<file path="config.mk">
export PLATFORM = sky130hd
export DESIGN_NAME = instr_fetch_unit
export DESIGN_NICKNAME = d
export VERILOG_FILES = /design/src/rtl/instr_fetch_unit.sv
export SDC_FILE = /design/constraint.sdc
export NUM_CORES = 1
export LEC_CHECK = 0
export CORE_MARGIN = 3
export CORE_UTILIZATION = 45
export CTS_CLUSTER_DIAMETER = 100
export DETAILED_ROUTE_END_ITERATION = 8
export GPL_ROUTABILITY_DRIVEN = 0
export MAX_ROUTING_LAYER = met4
export PLACE_DENSITY = 0.77
export RECOVER_POWER = 25
export SLEW_MARGIN = 0
export SYNTH_ARGS = -nofsm -noshare
export SYNTH_HDL_FRONTEND = slang
export SYNTH_SLANG_ARGS = --single-unit
export TNS_END_PERCENT = 5
</file>
<file path="constraint.sdc">
create_clock -name clk -period 2.22 [get_ports clk]
set_input_delay 0.444 -clock clk [delete_from_list [all_inputs] [get_ports clk]]
set_output_delay 0.444 -clock clk [all_outputs]
set_load 0.05 [all_outputs]
</file>
<file path="src/rtl/instr_fetch_unit.sv">
// Instruction fetch unit: registered PC drives instruction memory, fetched
// words go into a 2-entry {pc, instr} FIFO drained by the decode stage.
// Redirects flush the buffer and restart fetch at a word-aligned target.
// Optional feature: define IFU_HALT_DETECT_EN to stop fetching on an all-zero
// instruction word (the word is not buffered and the unit enters HALTED).
module instr_fetch_unit #(
  parameter logic [31:0] RESET_PC = 32'h0000_0000
) (
  input  logic        clk,
  input  logic        rst_n,
  output logic [31:0] imem_addr,
  input  logic [31:0] imem_data,
  output logic        imem_en,
  output logic        if_valid,
  input  logic        if_ready,
  output logic [31:0] if_instr,
  output logic [31:0] if_pc,
  input  logic        redirect_valid,
  input  logic [31:0] redirect_pc,
  output logic        halted
);

  typedef enum logic {RUN, HALTED} state_e;

  state_e      state_q, state_d;
  logic [31:0] pc_q, pc_d;
  logic [1:0]  count_q, count_d;
  logic [31:0] slot0Pc_q, slot0Pc_d, slot0Instr_q, slot0Instr_d;
  logic [31:0] slot1Pc_q, slot1Pc_d, slot1Instr_q, slot1Instr_d;

  logic fetchEn;
  logic haltHit;
  logic pushEn;
  logic popEn;
  logic unusedRedirectLsbs;

  // Redirect targets are forced to word alignment, so the low bits are dropped.
  assign unusedRedirectLsbs = ^redirect_pc[1:0];

  // Fetch/halt control: fetch only with space known at cycle start, no redirect.
  always_comb begin
    state_d = state_q;
    fetchEn = 1'b0;
    haltHit = 1'b0;
    if (rst_n && !redirect_valid && (state_q == RUN) && (count_q != 2'd2)) begin
      fetchEn = 1'b1;
    end
`ifdef IFU_HALT_DETECT_EN
    haltHit = fetchEn && (imem_data == 32'h0000_0000);
`endif
    if (redirect_valid) begin
      state_d = RUN;
    end else if (haltHit) begin
      state_d = HALTED;
    end
  end

  assign pushEn = fetchEn && !haltHit;
  assign popEn  = if_valid && if_ready && !redirect_valid;

  // FIFO and PC next-state: slot0 is always the head; pops shift slot1 down.
  always_comb begin
    pc_d         = pc_q;
    count_d      = count_q;
    slot0Pc_d    = slot0Pc_q;
    slot0Instr_d = slot0Instr_q;
    slot1Pc_d    = slot1Pc_q;
    slot1Instr_d = slot1Instr_q;
    if (redirect_valid) begin
      count_d = 2'd0;
      pc_d    = {redirect_pc[31:2], 2'b00};
    end else begin
      if (pushEn) begin
        pc_d = pc_q + 32'd4;
      end
      case ({popEn, pushEn})
        2'b11: begin
          slot0Pc_d    = pc_q;
          slot0Instr_d = imem_data;
        end
        2'b10: begin
          slot0Pc_d    = slot1Pc_q;
          slot0Instr_d = slot1Instr_q;
          count_d      = count_q - 2'd1;
        end
        2'b01: begin
          if (count_q == 2'd0) begin
            slot0Pc_d    = pc_q;
            slot0Instr_d = imem_data;
          end else begin
            slot1Pc_d    = pc_q;
            slot1Instr_d = imem_data;
          end
          count_d = count_q + 2'd1;
        end
        default: ;
      endcase
    end
  end

  // State register with synchronous active-low reset.
  always_ff @(posedge clk) begin
    if (!rst_n) begin
      state_q      <= RUN;
      pc_q         <= RESET_PC;
      count_q      <= 2'd0;
      slot0Pc_q    <= 32'd0;
      slot0Instr_q <= 32'd0;
      slot1Pc_q    <= 32'd0;
      slot1Instr_q <= 32'd0;
    end else begin
      state_q      <= state_d;
      pc_q         <= pc_d;
      count_q      <= count_d;
      slot0Pc_q    <= slot0Pc_d;
      slot0Instr_q <= slot0Instr_d;
      slot1Pc_q    <= slot1Pc_d;
      slot1Instr_q <= slot1Instr_d;
    end
  end

  assign imem_addr = pc_q;
  assign imem_en   = fetchEn;
  assign if_valid  = (count_q != 2'd0);
  assign if_instr  = slot0Instr_q;
  assign if_pc     = slot0Pc_q;

`ifdef IFU_HALT_DETECT_EN
  assign halted = (state_q == HALTED);
`else
  assign halted = 1'b0;
`endif

endmodule

</file>
Word-level counts from Yosys, hierarchy flattened
Cells that the tools add are included.

Logic and storage cells: 39. Output and inout bits: 99. Bits of input ports: 68. Register bits: 162.

Equality and inequality tests: 5. Reduce and logical (&&, ||, !) cells: 13. $add $sub $neg: 3. Bitwise logic cells: 3. Muxes and demuxes: 8.

Operator list (number): $pmux 32 s3 (2); $mux 32 (4); $add 32x3->32 const B (1); $reduce_and 3->1 (2); $reduce_bool 2->1 (3); $eq 2x2->1 const B (2); $logic_and 1x1->1 (4); $ne 2x2->1 const B (2); $pmux 2 s2 (1); $not 1->1 (3); $reduce_bool 3->1 (1); $add 2x1->2 const B (1); $eq 2x1->1 const B (1); $logic_not 2->1 (1); $reduce_or 2->1 (1); $sub 2x1->2 const B (1); $logic_not 1->1 (1); $mux 1 (1).

Longest topological paths before layout
Gate-level depths: netlist of run 1.

Depth in word-level cells: 7. Depth in mapped cells: 12. Depth with buffers taken out: 8.

Least setup slack after synthesis of run 1
OpenSTA, ideal clock, no wires.

Path kind: reg-to-reg. From: reg count_q[0]. To: reg slot0Instr_q[10], in the netlist if_instr[10]. Clock period less this slack: 2.807 ns. Buffers on the path: 3. Data required time: 2.086 ns. Arrival time: 2.673 ns. Setup slack: -0.587 ns. Cell stages (with the launch flop): 11. Setup time: 0.134 ns. Cells stage by stage: dfxtp_1 or2_0 and2_1 nand2_1 inv_1 ha_1 clkbuf_1 buf_2 buf_1 mux2i_1 a211oi_1.

Word-level cells in the longest chain between the ends: 6. Elaborated cells on any way between the ends: 14. Those cells by class: eq/ne (5); mux (2); reduce/logical (7).

RTL lines: from (decl) (RTL line 27) `logic [1:0] count_q, count_d;`; from (signal assigned) (RTL line 114) `count_q <= count_d;`; $reduce_bool 2->1 (*) (RTL line 124) `assign if_valid = (count_q != 2'd0);`; named net if_valid (RTL line 14) `output logic if_valid,`; $logic_and 1x1->1 (*) (2 in a row) (RTL line 59) `assign popEn = if_valid && if_ready && !redirect_valid;`; $eq 2x1->1 / $eq 2x2->1 (equally long branches) (RTL line 76) `case ({popEn, pushEn})`; $ne 2x2->1 (no line) / $reduce_bool 3->1 (equally long branches); $reduce_and 3->1 (no line); to (signal assigned) (RTL line 116) `slot0Instr_q <= slot0Instr_d;`; to (decl) (RTL line 28) `logic [31:0] slot0Pc_q, slot0Pc_d, slot0Instr_q, slot0Instr_d;`.

The timed path passes the listed nets; every way through them passes the cells marked *. A chain may end at the register's enable or synchronous reset.

Worst setup path after layout of run 1
From: reg pc_q[14], in the netlist imem_addr[14]. To: out imem_addr[14].

RTL lines: from (decl) (RTL line 26) `logic [31:0] pc_q, pc_d;`; from (signal assigned) (RTL line 113) `pc_q <= pc_d;`; to (decl) (RTL line 11) `output logic [31:0] imem_addr,`.

No word-level cell between the ends.

==> results of run 1 <==
stage by stage:
step           setup TNS [ns]  setup slack, ns  cells
2_1_floorplan          -0.247         -0.00968    786
3_3_place_gp           -30.82           -0.327   1115
3_5_place_dp           -35.74           -0.402   1115
4_1_cts                     0           0.0161   1147
5_1_grt                     0          0.00237   1149
6_report                    0           0.0488   1149
cells in the mapped netlist, drive strengths merged (7+ instances only):
master	n	area [sq um]
nand2	185	697
dfxtp	156	3120
mux2i	59	591
a21oi	44	220
clkbuf	44	165
o211a	42	420
a21boi	31	233
nor2	25	93.8
o21ai	25	125
a211oi	23	178
buf	23	139
and2	14	87.6
xor2	14	123
nand4	11	68.8
xnor2	11	96.3
nand3	10	50.1
and4	7	61.3
inv	7	26.3
logic make-up (layout without fill, tap and decap cells):
logic type | count (synthesis) | in the layout
AND/OR/NAND/NOR | 280 | 280
AO/OA/AOI/OAI | 182 | 182
flip-flops | 156 | 156
buffers and inverters | 75 | 253
multiplexers | 59 | 59
XOR/XNOR | 25 | 25
adder cells (fa/ha/maj) | 4 | 4
other | 1 | 6
cell usage in the layout, fill, tap and decap left out, types with 3 or more instances in the layout:
cell type / n
nor2_1: 25
clkinv_2: 6
inv_1: 5
clkdlybuf4s50_1: 123
a211oi_1: 19
and2_0: 3
nor4_1: 4
bufinv_16: 3
nand2b_1: 5
xor2_1: 14
buf_4: 39
clkbuf_8: 4
conb_1: 5
dlygate4sd2_1: 3
xnor2_1: 11
o21ai_0: 25
a31oi_1: 4
nand2_1: 182
and2_1: 11
nand2_2: 3
o211ai_1: 4
dfxtp_1: 156
clkbuf_16: 17
clkbuf_1: 8
a21boi_0: 31
a211oi_2: 3
a21oi_1: 44
nand4_1: 11
buf_12: 12
nor3_1: 6
dlygate4sd3_1: 24
o211a_1: 42
and4_1: 7
mux2i_1: 59
and3_1: 5
nand3_1: 10
worst max-delay path: cells and delay by family (launching register included):
family,cells,cell delay [ns]
flops,1,0.34
buf+inv,2,0.97
routing by layer:
layer,vias up,share of wire [%]
met4,0,1.8
met3,28,6.1
met1,2867,45
met2,172,47
li1,3054,-
met5,-,0
flip-flops by register name, indices dropped and copies added, names as in the netlist:
name          count
slot1Instr_q     32
if_instr         32
slot1Pc_q        30
count_q           2
imem_addr        30
if_pc            30
where the power goes:
group,total (mW),switching [mW],internal [mW]
logic,1.25,0.759,0.488
clock network,3.03,1.15,1.88
registers,3.01,0.0927,2.92
total,7.29,2.00,5.29
timing repair:
item,4_1_cts,5_1_grt
pin swaps,0,1
setup buffers,0,1
resized for setup,3,11
setup endpoints to repair,3,41
worst paths after layout:
| path | slack (ns) | to | cells past startpoint |
|---|---|---|---|
| max reg2reg | 0.16 | if_instr[6] | 9 |
| max | 0.05 | imem_addr[14] | 2 |
| min reg2reg | 0.45 | slot1Instr_q[3] | 2 |
| min | 0.39 | count_q[0] | 3 |
area by class of cell:
cell class | count | area, sq um | share of cell area, %
sequential | 156 | 3120 | 32.5
multi-input combinational | 555 | 3500 | 36.4
clock buffer | 21 | 480 | 5.01
tap | 184 | 230 | 2.40
inverter | 8 | 35.0 | 0.365
clock inverter | 11 | 140 | 1.46
antenna | 1 | 2.50 | 0.0261
timing repair buffer | 213 | 2090 | 21.8
==> impl_results.md, run 1 <==
* Status: finished, final reports clean
* Final Cycle Share at 97.8%
* Initial antenna violation count at 1
* Die area at 0.0168 sq mm
* Synth Instances at 782
* Hold path startpoint: rst_n
* Synth Area per Inst at 8.80 sq um
* HPWL after detailed placement at 12100 um
* Main synth FF type: dfxtp_1
* WP data arrival at 1.73 ns
* Slew margin rel. at 37.8%
* Hold Slack at 0.395 ns
* Initial Utilization at 46.6%
* Crit start category: register
* Fin. Hold Viols at 0
* H-tree Lvls at 4
* Worst Clk Skew at 0.00622 ns
* Post-Synth Adder-Cell Area at 0.727%
* Main combinational cell family by area after synthesis: compound AO/OA/AOI/OAI gates
* Post-synthesis mux area share at 8.58%
* Tot GR Track Use at 22.3%
* Ys Warns at 0
* Placed instance area at 0.00900 sq mm
* FILL cells at 1221
* Pre-antenna DRT Iters at 5
* TritonCTS buffer count at 17
* DRC at 0
* P&R area growth vs syn at 39.5%
* Worst setup EP type: output pin
* Leakage power at 3.86 nW
* Slew Limit Fails at 0
* Post-synthesis simple-gate area fraction at 18.1%
* Clock buffer depth at 2
* Post-synth EDFFs at 0
* Slowest cell on the critical path: clkdlybuf4s50_1
* GR Layer Usage met3 at 5.73%
* Grt met2 use at 34.5%
* Post-DR vias/cell at 5.33
* Final setup fails at 0
* Gr ovfl total at 0
* Routing usage on met1 at 28.3%
* Share of flip-flops with an asynchronous set or reset at 0%
* Layout Utilization at 65.1%
* Global-route wire length before repair at 29100 um
* CTS Root Cell: clkbuf_16
* Row count at 44
* Initial DRC count at 287
* Total power at 7.29 mW
* Mean routed wirelength per cell at 15.7 um
* Gr busiest metal: met2
* Die H at 130 um
* Post-route cell area at 0.00960 sq mm
* CTS tree: yes
* Antenna Violating Nets Remaining at 0
* CP Class: reg2out
* Vias in the first global route at 5819
* Worst vdd ir at 0.000553 V
* Hold WC Path Type: in2reg
* Nets at 1023
* Worst-Skew Late Latency at 0.42 ns
* Power Dens Cells at 760 mW/mm^2
* Area of the core at 0.0148 sq mm
* Max-cap violations at 0
* Proportion of layout cells with a drive suffix above 1 at 10.9%
* Largest net degree at the start of global routing at 102
* Crit path launch: imem_addr[14]
* Routed Wire Length at 18000 um
* # IOs at 167
* Worst Tran Pin Value at 0.933 ns
* Crit path time final at 2.17 ns
* Sequential fraction of the synthesis area at 45.4%
* Clock-pin slew on the worst setup and hold paths at 0.06 ns
* XOR/XNOR Fraction of Synth Area at 3.18%
* Mapped Area at 0.00688 sq mm
* CP Data Required Time at 1.78 ns
* Clock sink count at 156
* Die X at 130 um
* RSZ-0062 raised after global routing: false
* Post-CTS Hold Fix Bufs at 0
* Complex-gate fraction of the synthesized area at 19.1%
* Slowest Stage Delay on Critical Path at 0.82 ns
* Yosys cell types at 45
* Peak Freq at 0.461 GHz
* R2R Path Start: count_q[0]
* Peak fanout along the critical path at 6
* Count of state elements after synthesis at 156
* Cell breakdown of the critical path: buf_4, clkdlybuf4s50_1
* IO Port Bufs at 159
* Vias at 6121
Note: power is estimated with default switching activity, not from simulation.
==> run 2: changes to the inputs <==
CAP_MARGIN = 0   (was unset)
==> results of run 2 <==
No change in the layout: final DEF, timing and power equal those of run 1.
